**src/rtl/instr_cache_pkg.sv**
```systemverilog
// Shared types and helpers for the direct-mapped instruction cache.
package instr_cache_pkg;

  typedef enum logic {
    IDLE,
    REFILL
  } state_t;

  // Index width for a power-of-two set count.
  function automatic int unsigned idx_bits(input int unsigned sets);
    return $clog2(sets);
  endfunction

endpackage

```
**src/rtl/instr_cache_if.sv**
```systemverilog
// Fetch-side and backing-memory signals of the instruction cache.
interface instr_cache_if #(
  parameter int unsigned ADDRESS_WIDTH     = 32,
  parameter int unsigned INSTRUCTION_WIDTH = 32,
  parameter int unsigned CNT_WIDTH         = 16
);
  logic                         req;
  logic [ADDRESS_WIDTH-1:0]     A;
  logic                         flush;
  logic [INSTRUCTION_WIDTH-1:0] RD;
  logic                         hit;
  logic                         stall;
  logic                         misalign;
  logic                         mem_req;
  logic [ADDRESS_WIDTH-1:0]     mem_addr;
  logic                         mem_ready;
  logic [INSTRUCTION_WIDTH-1:0] mem_rdata;
  logic [CNT_WIDTH-1:0]         hit_count;
  logic [CNT_WIDTH-1:0]         miss_count;

  // Fetch stage plus backing memory, as seen from outside the cache.
  modport master (
    output req, A, flush, mem_ready, mem_rdata,
    input  RD, hit, stall, misalign, mem_req, mem_addr, hit_count, miss_count
  );

  modport slave (
    input  req, A, flush, mem_ready, mem_rdata,
    output RD, hit, stall, misalign, mem_req, mem_addr, hit_count, miss_count
  );
endinterface

```
**src/rtl/instr_cache_array.sv**
```systemverilog
// Line storage: asynchronous read, synchronous write, single-cycle clear of all valid bits.
module icache_array
  import instr_cache_pkg::*;
#(
  parameter int unsigned SETS       = 16,
  parameter int unsigned IDX_WIDTH  = 4,
  parameter int unsigned TAG_WIDTH  = 26,
  parameter int unsigned DATA_WIDTH = 32
) (
  input  logic                  clk,
  input  logic                  rst_n,
  input  logic [IDX_WIDTH-1:0]  rd_idx,
  output logic                  rd_valid,
  output logic [TAG_WIDTH-1:0]  rd_tag,
  output logic [DATA_WIDTH-1:0] rd_data,
  input  logic                  clear,
  input  logic                  we,
  input  logic [IDX_WIDTH-1:0]  wr_idx,
  input  logic [TAG_WIDTH-1:0]  wr_tag,
  input  logic [DATA_WIDTH-1:0] wr_data
);

  typedef struct packed {
    logic                  valid;
    logic [TAG_WIDTH-1:0]  tag;
    logic [DATA_WIDTH-1:0] data;
  } line_t;

  line_t lines_q [SETS];
  line_t lines_d [SETS];

  // Clear is applied after the write so a flush always wins.
  always_comb begin
    lines_d = lines_q;
    if (we) begin
      lines_d[wr_idx] = '{valid: 1'b1, tag: wr_tag, data: wr_data};
    end
    if (clear) begin
      for (int unsigned i = 0; i < SETS; i++) begin
        lines_d[i].valid = 1'b0;
      end
    end
  end

  always_ff @(posedge clk or negedge rst_n) begin
    if (!rst_n) begin
      lines_q <= '{default: '0};
    end else begin
      lines_q <= lines_d;
    end
  end

  always_comb begin
    rd_valid = lines_q[rd_idx].valid;
    rd_tag   = lines_q[rd_idx].tag;
    rd_data  = lines_q[rd_idx].data;
  end

endmodule

```
**src/rtl/instr_cache.sv**
```systemverilog
// Direct-mapped instruction cache: combinational hit path, single-word refill FSM,
// flush with in-flight discard, and saturating hit/miss counters.
module instr_cache
  import instr_cache_pkg::*;
#(
  parameter int unsigned ADDRESS_WIDTH     = 32,
  parameter int unsigned INSTRUCTION_WIDTH = 32,
  parameter int unsigned SETS              = 16,
  parameter int unsigned CNT_WIDTH         = 16
) (
  input  logic          clk,
  input  logic          rst_n,
  instr_cache_if.slave  bus
);

  localparam int unsigned IDX   = idx_bits(SETS);
  localparam int unsigned TAG_W = ADDRESS_WIDTH - IDX - 2;

  state_t                   state_q, state_d;
  logic [ADDRESS_WIDTH-1:0] miss_addr_q, miss_addr_d;
  logic                     mem_req_q, mem_req_d;
  logic                     discard_q, discard_d;
  logic [CNT_WIDTH-1:0]     hit_cnt_q, hit_cnt_d;
  logic [CNT_WIDTH-1:0]     miss_cnt_q, miss_cnt_d;

  logic [IDX-1:0]               idx;
  logic [TAG_W-1:0]             tag;
  logic                         line_valid;
  logic [TAG_W-1:0]             line_tag;
  logic [INSTRUCTION_WIDTH-1:0] line_data;
  logic                         misalign;
  logic                         lookup_hit;
  logic                         miss;
  logic                         install;

  assign idx = bus.A[IDX+1:2];
  assign tag = bus.A[ADDRESS_WIDTH-1:IDX+2];

  icache_array #(
    .SETS       (SETS),
    .IDX_WIDTH  (IDX),
    .TAG_WIDTH  (TAG_W),
    .DATA_WIDTH (INSTRUCTION_WIDTH)
  ) u_array (
    .clk      (clk),
    .rst_n    (rst_n),
    .rd_idx   (idx),
    .rd_valid (line_valid),
    .rd_tag   (line_tag),
    .rd_data  (line_data),
    .clear    (bus.flush),
    .we       (install),
    .wr_idx   (miss_addr_q[IDX+1:2]),
    .wr_tag   (miss_addr_q[ADDRESS_WIDTH-1:IDX+2]),
    .wr_data  (bus.mem_rdata)
  );

  always_ff @(posedge clk or negedge rst_n) begin
    if (!rst_n) begin
      state_q     <= IDLE;
      miss_addr_q <= '0;
      mem_req_q   <= 1'b0;
      discard_q   <= 1'b0;
      hit_cnt_q   <= '0;
      miss_cnt_q  <= '0;
    end else begin
      state_q     <= state_d;
      miss_addr_q <= miss_addr_d;
      mem_req_q   <= mem_req_d;
      discard_q   <= discard_d;
      hit_cnt_q   <= hit_cnt_d;
      miss_cnt_q  <= miss_cnt_d;
    end
  end

  always_comb begin
    state_d     = state_q;
    miss_addr_d = miss_addr_q;
    mem_req_d   = mem_req_q;
    discard_d   = discard_q;
    hit_cnt_d   = hit_cnt_q;
    miss_cnt_d  = miss_cnt_q;
    unique case (state_q)
      IDLE: begin
        if (lookup_hit && (hit_cnt_q != '1)) begin
          hit_cnt_d = hit_cnt_q + CNT_WIDTH'(1);
        end
        // A flush in the same cycle suppresses the refill; fetch retries and misses again.
        if (miss && !bus.flush) begin
          state_d     = REFILL;
          miss_addr_d = {bus.A[ADDRESS_WIDTH-1:2], 2'b00};
          mem_req_d   = 1'b1;
          discard_d   = 1'b0;
          if (miss_cnt_q != '1) begin
            miss_cnt_d = miss_cnt_q + CNT_WIDTH'(1);
          end
        end
      end
      REFILL: begin
        if (bus.mem_ready) begin
          state_d   = IDLE;
          mem_req_d = 1'b0;
          discard_d = 1'b0;
        end else if (bus.flush) begin
          discard_d = 1'b1;
        end
      end
      default: state_d = IDLE;
    endcase
  end

  always_comb begin
    misalign   = bus.req & (bus.A[1:0] != 2'b00);
    lookup_hit = bus.req & ~misalign & line_valid & (line_tag == tag);
    miss       = (state_q == IDLE) & bus.req & ~misalign & ~lookup_hit;
    install    = (state_q == REFILL) & bus.mem_ready & ~discard_q & ~bus.flush;

    bus.hit        = lookup_hit;
    bus.RD         = lookup_hit ? line_data : '0;
    bus.misalign   = misalign;
    bus.stall      = (state_q == REFILL) | (bus.req & ~misalign & ~lookup_hit);
    bus.mem_req    = mem_req_q;
    bus.mem_addr   = miss_addr_q;
    bus.hit_count  = hit_cnt_q;
    bus.miss_count = miss_cnt_q;
  end

endmodule
```
**src/flat_wrapper.sv**
```systemverilog
// flat-port wrapper written by rule: the top's interface ports become plain ports
module instr_cache_flat import instr_cache_pkg::*;
#(
  parameter int unsigned ADDRESS_WIDTH     = 32,
  parameter int unsigned INSTRUCTION_WIDTH = 32,
  parameter int unsigned SETS              = 16,
  parameter int unsigned CNT_WIDTH         = 16
)
  (clk, rst_n, bus_req, bus_A, bus_flush, bus_mem_ready, bus_mem_rdata, bus_RD, bus_hit, bus_stall, bus_misalign, bus_mem_req, bus_mem_addr, bus_hit_count, bus_miss_count);
  instr_cache_if #(.ADDRESS_WIDTH(ADDRESS_WIDTH), .INSTRUCTION_WIDTH(INSTRUCTION_WIDTH), .CNT_WIDTH(CNT_WIDTH)) bus_i ();
  input  logic clk;
  input  logic rst_n;
  input wire logic [$bits(bus_i.req)-1:0] bus_req;
  input wire logic [$bits(bus_i.A)-1:0] bus_A;
  input wire logic [$bits(bus_i.flush)-1:0] bus_flush;
  input wire logic [$bits(bus_i.mem_ready)-1:0] bus_mem_ready;
  input wire logic [$bits(bus_i.mem_rdata)-1:0] bus_mem_rdata;
  output wire logic [$bits(bus_i.RD)-1:0] bus_RD;
  output wire logic [$bits(bus_i.hit)-1:0] bus_hit;
  output wire logic [$bits(bus_i.stall)-1:0] bus_stall;
  output wire logic [$bits(bus_i.misalign)-1:0] bus_misalign;
  output wire logic [$bits(bus_i.mem_req)-1:0] bus_mem_req;
  output wire logic [$bits(bus_i.mem_addr)-1:0] bus_mem_addr;
  output wire logic [$bits(bus_i.hit_count)-1:0] bus_hit_count;
  output wire logic [$bits(bus_i.miss_count)-1:0] bus_miss_count;
  assign bus_i.req = bus_req;
  assign bus_i.A = bus_A;
  assign bus_i.flush = bus_flush;
  assign bus_i.mem_ready = bus_mem_ready;
  assign bus_i.mem_rdata = bus_mem_rdata;
  assign bus_RD = bus_i.RD;
  assign bus_hit = bus_i.hit;
  assign bus_stall = bus_i.stall;
  assign bus_misalign = bus_i.misalign;
  assign bus_mem_req = bus_i.mem_req;
  assign bus_mem_addr = bus_i.mem_addr;
  assign bus_hit_count = bus_i.hit_count;
  assign bus_miss_count = bus_i.miss_count;
  instr_cache #(.ADDRESS_WIDTH(ADDRESS_WIDTH), .INSTRUCTION_WIDTH(INSTRUCTION_WIDTH), .SETS(SETS), .CNT_WIDTH(CNT_WIDTH)) u_core (.clk(clk), .rst_n(rst_n), .bus(bus_i));
endmodule
```
**config.mk**
```make
export PLATFORM = sky130hd
export DESIGN_NAME = instr_cache_flat
export DESIGN_NICKNAME = d
export VERILOG_FILES = /design/src/rtl/instr_cache_pkg.sv /design/src/rtl/instr_cache_if.sv /design/src/rtl/instr_cache_array.sv /design/src/rtl/instr_cache.sv /design/src/flat_wrapper.sv
export SDC_FILE = /design/constraint.sdc
export NUM_CORES = 1
export LEC_CHECK = 0
export CORE_UTILIZATION = 68
export CTS_BUF_LIST = sky130_fd_sc_hd__clkbuf_8
export DETAILED_ROUTE_END_ITERATION = 7
export HOLD_SLACK_MARGIN = 0.02
export PLACE_DENSITY = 0.85
export SLEW_MARGIN = 15
export SYNTH_ARGS = -nofsm -noshare
export SYNTH_HDL_FRONTEND = slang
export SYNTH_HIERARCHICAL = 1
export SYNTH_SLANG_ARGS = --single-unit
```
**constraint.sdc**
```tcl
create_clock -name clk -period 9.4 [get_ports clk]
set_input_delay 1.88 -clock clk [delete_from_list [all_inputs] [get_ports clk]]
set_output_delay 1.88 -clock clk [all_outputs]
set_load 0.01 [all_outputs]
```
* Word-level counts from Yosys, hierarchy flattened *
Index checks and enable logic that the tools add are counted.
Widths: inputs -> output; s select.

operators by class
  add/subtract/negate cells = 2
  magnitude comparators = 3
  equality and inequality tests = 6
  mux-type cells = 34
  bitwise operators = 19
  reduce and logical (&&, ||, !) cells = 11

operators by type and width
  cell                   count
  $bwmux 944             1
  $mux 944               1
  $bmux 59 s4            1
  $demux 59 s4           1
  $mux 59                3
  $add 16x1->16 const B  2
  $mux 32                1
  $ne 16x16->1 const B   2
  $eq 26x26->1           1
  $mux 1                 23
  $and 1x1->1            11
  $ge 5x5->1 const B     2
  $not 4->5              2
  $reduce_and 2->1       4
  $pmux 1 s2             3
  $lt 5x1->1 const B     1
  $not 1->1              5
  $reduce_bool 2->1      2
  $logic_and 1x1->1      3
  $ne 3x3->1 const B     1
  $reduce_and 3->1       1
  $ne 2x1->1 const B     1
  $ne 2x2->1 const B     1
  $logic_not 1->1        1
  $or 1x1->1             1

storage, ports and cells
  bits in registers = 1,009
  output and inout port bits = 100
  logic and storage cells = 129

* Longest topological paths before layout *
Gate-level depths: netlist of the first run.

  depth after elaboration = 11
  depth in mapped cells = 14
  gate-level depth less buffers = 9

* By module *
Netlist of the first run, hierarchy kept.

modules (own cells, without submodules)
  module        instances  cells an instance  area each (um^2)  sequential area each (um^2)
  icache_array  1          2,575              41,965.2          23,622.7
  instr_cache   1          296                3,360.7           1,626.6

* Worst setup path after synthesis of the first run *
Ideal clock, no wire load.

  path kind = input to output
  start = input port bus_A[2]
  end = output port bus_RD[10]
  arrival time = 4.881 ns
  setup slack = 2.639 ns
  stages on the path = 12
  buffers on the path = 4
  path through = buf_2 > buf_4 > buf_2 > mux4_2 > a22oi_1 > nand2_1 > xnor2_1 > nand4_1 > or4_1 > nor4_4 > clkbuf_1 > and2_1

between the ends
  word-level cells in the longest chain between the ends = 7
  elaborated cells between the ends (all ways) = 8
  classes of those cells = eq/ne (1); mux (4); bitwise (3)

RTL lines
  item                                        line                     source
  start, declared                             flat_wrapper.sv:14       input wire logic [$bits(bus_i.A)-1:0] bus_A;
  $not 4->5 (implied by the code)             instr_cache_array.sv:55  rd_tag = lines_q[rd_idx].tag;
  $bmux 59 s4                                 instr_cache_array.sv:55
  $mux 59 (implied by the code) (2 in a row)  instr_cache_array.sv:56  rd_data = lines_q[rd_idx].data;
  named net u_core.line_tag[7]                instr_cache.sv:29        logic [TAG_W-1:0] line_tag;
  $eq 26x26->1                                instr_cache.sv:114       lookup_hit = bus.req & ~misalign & line_valid & (line_tag == tag);
  $and 1x1->1                                 instr_cache.sv:114
  $mux 32                                     instr_cache.sv:119       bus.RD = lookup_hit ? line_data : '0;
  end, declared                               flat_wrapper.sv:18       output wire logic [$bits(bus_i.RD)-1:0] bus_RD;

The timed path passes the listed nets, and every way through them passes these cells. The select of a mux whose other input is x is not followed.

* Worst setup path in the final report of the first run *
  start = input port bus_A[5]
  end = output port bus_RD[0]

The elaborated chain is that of the path after synthesis.

==> impl_metrics.csv, run 1 <==
group,metric,value,unit
global_route,grt.overflow.total,0,
min_path,hp-start,"u_core/u_array/lines_q[462]",
timing,setup_viol,0,
floorplan,start_util,68.82,%
detailed_routing,wirelength,109200,microns
yosys,synth_edf_count,0,
yosys,synth_flop_cell,"dfrtp_1",
detailed_routing,postRouteAntennaNets,0,
detailed_routing,dr.pass1.iters,6,
floorplan,core,0.06586,sq mm
yosys,yosysTopAreaCellShare,55.71,%
final_layout,seqCellArea,0.02525,sq mm
timing,fin_worst_skew,0.02370,ns
yosys,avgSynthCellArea,15.79,sq um
power_and_ir_drop,p_sw,2.403,mW
timing,rsz0062_at_grt,"false",
cts,cts_max_level,4,
cts,cts_setup_buffers,0,
timing,setup_tns,0,ns
detailed_routing,via_per_inst,6.650,
yosys,synth_top_area_cell,"dfrtp_1",
floorplan,fp.dieW,260.2,microns
cts,clk-insertion-delay-late,0.81,ns
timing,hold_viol_final,0,
place,gp_congestion,0.8372,
cts,cts_buffer_depth,3,
power_and_ir_drop,internal-power,7.039,mW
detailed_routing,wl_per_cell,27.35,microns
status,status,"finished, final reports clean",
floorplan,die_y,260.2,microns
yosys,synth_cells,2871,
global_route,grt_antenna_before_repair,3,
floorplan,num_rows,94,
detailed_routing,num_vias,26560,
place,portBuffers,166,
yosys,yosysSeqAreaShare,55.71,%
final_layout,multi_input_area,0.01904,sq mm
timing,worst_slew_pin_slew,1.285,ns
floorplan,die_area,0.06769,sq mm
cts,cts_resized,0,
detailed_routing,drtIter0Drc,2200,
final_layout,area_growth,11.65,%
final_layout,fillers,3826,
final_layout,finalNetCount,3078,
power_and_ir_drop,p_clk_share,37.5,%
place,dp_hpwl,61270,microns
yosys,synth_cell_types,47,
worst_setup_path,worstReg2RegStart,"u_core/state_q",
power_and_ir_drop,p_seq_share,52.6,%
flow_run,drv_cap,0,
final_layout,stdcell_area,0.05061,sq mm
cts,cts_buffers,160,
worst_setup_path,crit_path_end_kind,"output pin",
yosys,ys_warn_count,6,
final_layout,fin_cells,3994,
global_route,grt_max_degree,171,
worst_setup_path,cp_max_fo,31,
worst_setup_path,worstPathArrival,6.74,ns
yosys,async_flop_share,100.0,%
worst_setup_path,cp-startpoint,"bus_A[5]",
worst_setup_path,cp.required,7.52,ns
floorplan,pin_count,169,
power_and_ir_drop,leakagePower,24.63,nW
yosys,synth_area,0.04533,sq mm
timing,min_period_over_period,91.71,%
power_and_ir_drop,combinationalPowerShare,9.9,%
final_layout,final_common_cell,"dfrtp_1",
worst_setup_path,cp-start-kind,"input port",
power_and_ir_drop,swShare,25.45,%
global_route,grt_pass1_vias,28620,
power_and_ir_drop,power.density,186.6,mW/mm^2
detailed_routing,drc,0,
global_route,grt_use_total,33.79,%
cts,ctsHoldBuffers,0,
cts,cts_sinks,1009,
yosys,synth_seq_cells,1009,
timing,fmax,0.1160,GHz
final_layout,layout_common_cells,"dfrtp_1 (1009), mux2_2 (895), mux4_2 (236)",
power_and_ir_drop,peakVddDrop,0.1560,mV
timing,finalCriticalPeriod,8.620,ns
min_path,hp-class,"flip-flop to flip-flop",
yosys,yosys-top-cells-area,"dfrtp_1 (56%), mux2_2 (22%), mux4_2 (12%)",
timing,hold_ws,0.4847,ns
timing,slew_viol_final,0,
worst_setup_path,criticalPathCategory,"input port to output pin",
place,placed_cell_area,0.04754,sq mm
place,place_inst,3709,
global_route,grt_pass1_wl,171400,microns
cts,cts_tree,"yes",
cts,worst_setup_hold_path_clk_slew,0.06,ns
cts,cts-root-buf,"clkbuf_8",
final_layout,drive_gt1_share,46.24,%
power_and_ir_drop,power,9.443,mW
timing,max_slew_margin,14.14,%
metrics by stage:
step / util [%] / worst slack [ns]
after floorplan: - / 2.639
after global placement: 72.18 / 1.131
after detailed placement: 72.18 / 0.9243
after CTS: 76.82 / 0.8808
after global routing: 76.84 / 0.7021
final: 76.84 / 0.7797
synth_stat cells, types with 3 or more instances:
cell type / instances
nor2b_1: 5
and4b_1: 4
nor3_2: 6
nor4_1: 7
nand3_1: 13
nor3_1: 3
xor2_1: 21
mux4_2: 236
and4_1: 5
nand4_1: 11
o21ba_2: 13
dfrtp_1: 1009
nor2_1: 15
nand2_1: 74
buf_4: 21
buf_2: 114
nand2b_1: 3
mux2_2: 895
and2_1: 35
a21oi_1: 5
clkbuf_1: 116
xnor2_1: 32
a22oi_1: 118
inv_1: 3
mux2_1: 66
and3_1: 14
sequential cells by signal, summed over array words and instances (netlist names):
signal,count
u_core/u_array/lines_q,944
u_core/discard_q,1
u_core/bus.hit_count,16
u_core/bus.mem_addr,30
u_core/bus.mem_req,1
u_core/state_q,1
u_core/bus.miss_count,16
layout make-up:
type / count / share of cell area [%]
inverter: 3 / 0.02225
multi-input combinational: 1607 / 37.63
timing repair buffer: 226 / 4.260
clock inverter: 85 / 0.6898
sequential: 1009 / 49.89
tap: 864 / 2.136
antenna: 3 / 0.01483
clock buffer: 197 / 5.357
kinds of logic (layout without fill, tap and decap cells):
kind of cell,count (synthesis),count (layout),synth area share [%]
fa+ha+maj,2,2,0.05520
compound gates,145,145,2.443
other cells,1,5,0.008273
simple gates,208,208,2.553
mux,1197,1197,35.60
buf+inv,256,511,2.609
xor+xnor,53,53,1.024
flops,1009,1009,55.71
power groups by stage:
stage	Clock (mW)	Combinational (mW)	Sequential, mW
2_1_floorplan	0	0.618	4.89
3_3_place_gp	0	0.896	4.99
3_5_place_dp	0	0.935	5.03
4_1_cts	3.61	0.941	4.95
5_1_grt	3.81	1.00	5.01
6_report	3.54	0.935	4.96
final timing paths:
check / to / slack (ns) / depth (start not counted)
min reg2reg: u_core/u_array/lines_q[462] / 0.48 / 1
max reg2reg: u_core/u_array/lines_q[472] / 5.40 / 6
min: u_core/u_array/lines_q[462] / 0.48 / 1
max: bus_RD[0] / 0.78 / 12
max in group asynchronous: u_core/u_array/lines_q[13] / 6.23 / 3
min in group asynchronous: u_core/u_array/lines_q[442] / 1.07 / 1
routing by layer:
layer	up-vias	track usage, %	routed length [microns]
met3	202	6.725	7810
met2	996	52.47	52830
met4	2	11.45	2902
met5	-	0	9
li1	10930	-	-
met1	14430	48.59	45700
worst max-delay path, stage by stage:
cell and delay [ns]:
clkdlybuf4s50_1 0.66, nor2b_4 0.78, buf_4 0.60, a22oi_1 0.18, nand2_1 0.11, xor2_1 0.09
nor4_1 0.40, nand2_1 0.22, nor4_4 0.68, buf_4 0.36, and2_1 0.20, clkdlybuf4s50_1 0.56
Note: power is estimated with default switching activity, not from simulation.
==> inputs of run 2 (changes only) <==
Settings changed: GPL_TIMING_DRIVEN set to 1, PLACE_DENSITY 0.85 to unset, PLACE_DENSITY_LB_ADDON set to 0.1.
==> run 2 against run 1 <==
Core utilization increased by 0.25 points. Sequential share of layout area decreased by 0.16 points. Combinational power decreased by 0.9%. Clock skew increased by 0.011 ns. Final area increased by 0.33%. Global-route usage decreased by 0.38 points. Die area unchanged. Count of clock-buffer cells in the layout increased by 13. Non-clock buffer count decreased by 8. Worst hold slack improved by 0.0016 ns. Power increased by 1.8%. Flip-flop and latch count unchanged. Largest power group unchanged. Highest routed layer unchanged.
==> impl_metrics.csv, run 2 (synthesis gave the netlist of run 1 again) <==
group,metric,value,unit
status,status,"finished, final reports clean",
cts,cts_max_level,4,
final_layout,finalNetCount,3072,
timing,setup_tns,0,ns
worst_setup_path,crit_path_end_kind,"output pin",
place,dp_hpwl,62020,microns
global_route,grt_max_degree,194,
cts,worst_setup_hold_path_clk_slew,0.06,ns
global_route,grt_pass1_vias,28540,
power_and_ir_drop,p_sw,2.408,mW
timing,slew_viol_final,0,
detailed_routing,postRouteAntennaNets,0,
global_route,grt_use_total,33.41,%
power_and_ir_drop,leakagePower,24.66,nW
floorplan,num_rows,94,
final_layout,regMostFlops,"u_core/u_array/lines_q",
worst_setup_path,worstPathArrival,6.45,ns
power_and_ir_drop,peakVddDrop,0.1406,mV
final_layout,area_growth,12.02,%
timing,setup_viol,0,
min_path,hp-class,"flip-flop to flip-flop",
floorplan,die_area,0.06769,sq mm
timing,worst_slew_pin_slew,1.205,ns
detailed_routing,via_per_inst,6.587,
power_and_ir_drop,p_clk_share,38.7,%
cts,cts_resized,0,
floorplan,core,0.06586,sq mm
timing,min_period_over_period,88.56,%
worst_setup_path,max_stage_delay,0.88,ns
global_route,grt_antenna_before_repair,3,
cts,cts_buffer_depth,3,
detailed_routing,wirelength,108200,microns
floorplan,die_y,260.2,microns
detailed_routing,drc,0,
power_and_ir_drop,combinationalPowerShare,9.6,%
worst_setup_path,cp-start-kind,"input port",
detailed_routing,drtIter0Drc,2000,
worst_setup_path,r2r_end,"u_core/u_array/lines_q[14]",
worst_setup_path,crit_path_top_delay_cell,"nor2b_4",
floorplan,fp.dieW,260.2,microns
worst_setup_path,cp_max_fo,27,
power_and_ir_drop,swShare,25.06,%
cts,clk-insertion-delay-late,0.81,ns
detailed_routing,dr.pass1.iters,5,
timing,max_slew_margin,19.70,%
floorplan,pin_count,169,
cts,cts_buffers,162,
final_layout,largest_register_ffs,944,
worst_setup_path,rr_worst_depth,6,
min_path,hp-start,"u_core/u_array/lines_q[466]",
cts,ctsHoldBuffers,0,
place,gp_congestion,0.8329,
timing,finalCriticalPeriod,8.325,ns
worst_setup_path,cp.required,7.52,ns
worst_setup_path,worstReg2RegStart,"u_core/state_q",
cts,cts-root-buf,"clkbuf_8",
power_and_ir_drop,p_seq_share,51.7,%
worst_setup_path,critical-path-top-delay-family,"simple AND/OR/NAND/NOR gates",
power_and_ir_drop,internal-power,7.202,mW
place,portBuffers,166,
worst_setup_path,rrSetupSlack,5.29,ns
worst_setup_path,criticalPathCategory,"input port to output pin",
min_path,whs_endpoint,"u_core/u_array/lines_q[466]",
worst_setup_path,cp_num_buf_inv,4,
global_route,grt.overflow.total,0,
global_route,grt_pass1_wl,169300,microns
detailed_routing,num_vias,26260,
timing,fin_worst_skew,0.03490,ns
min_path,hold_depth,1,
cts,cts_tree,"yes",
cts,cts_setup_buffers,0,
power_and_ir_drop,power.density,189.3,mW/mm^2
final_layout,drive_gt1_share,46.55,%
timing,fmax,0.1201,GHz
power_and_ir_drop,power,9.609,mW
final_layout,final_common_cell,"dfrtp_1",
timing,rsz0062_at_grt,"false",
floorplan,start_util,68.82,%
detailed_routing,wl_per_cell,27.14,microns
cts,cts_sinks,1009,
flow_run,drv_cap,0,
timing,hold_viol_final,0,
final_layout,layout_common_cells,"dfrtp_1 (1009), mux2_2 (895), mux4_2 (236)",
worst_setup_path,cp_cell_sequence,"clkdlybuf4s50_1, nor2b_4, buf_4, a22oi_1, nand2_1, xor2_1, nor4_1, nand2_1, nor4_4, buf_4, and2_1, clkdlybuf4s50_1",
==> run 2: worst max-delay path by stage <==
stage | from | to | slack, ns | cells past startpoint
2_1_floorplan | bus_A[2] | bus_RD[10] | 2.64 | 12
3_3_place_gp | bus_A[4] | bus_RD[12] | 1.25 | 12
3_5_place_dp | bus_A[4] | bus_RD[12] | 1.09 | 12
4_1_cts | bus_A[4] | bus_RD[12] | 1.06 | 12
5_1_grt | bus_A[4] | bus_RD[12] | 0.90 | 12
6_report | bus_A[4] | bus_RD[25] | 1.07 | 12
==> run 2: worst register-to-register path: stages, from the launching register on <==
cell,delay [ns]
dfrtp_1,0.45
nand2_1,0.10
nor3_1,0.83
nand3_1,0.43
nor2_4,1.02
buf_4,0.72
mux2_2,0.44
==> run 2: routing by layer <==
metal  global-route usage (%)  up-vias  routed length [microns]
li1                         -    10950                        -
met1                    45.51    14190                    43790
met2                    54.48      894                    54590
met3                    6.979      217                     6974
met4                    10.85        2                     2811
met5                        0        -                       13
==> run 2: area by class of cell <==
cell class	instances	area (sq um)
Sequential cell	1009	25250
Inverter	3	11.26
Timing Repair Buffer	218	2142
Fill cell	3803	15090
Antenna cell	3	7.507
Multi-Input combinational cell	1607	19040
Clock buffer	210	2890
Clock inverter	72	350.3
Tap cell	864	1081
==> run 2: power groups by stage <==
stage / Combinational (mW) / Sequential, mW / Clock [mW]
final: 0.927 / 4.97 / 3.72
after global routing: 0.996 / 5.01 / 3.98
after CTS: 0.936 / 4.96 / 3.78
after detailed placement: 0.931 / 5.03 / 0
after global placement: 0.893 / 4.99 / 0
after floorplan: 0.618 / 4.89 / 0
==> run 2: metrics by stage <==
step	util, %	worst slack, ns	instance area [sq um]	cells	hold WS (ns)
2_1_floorplan	-	2.639	45330	2872	0.4532
3_3_place_gp	72.13	1.249	47510	3700	0.4629
3_5_place_dp	72.16	1.090	47530	3701	0.4768
4_1_cts	77.08	1.059	50770	3983	0.4901
5_1_grt	77.09	0.9023	50770	3985	0.5025
6_report	77.09	1.075	50770	3986	0.4862
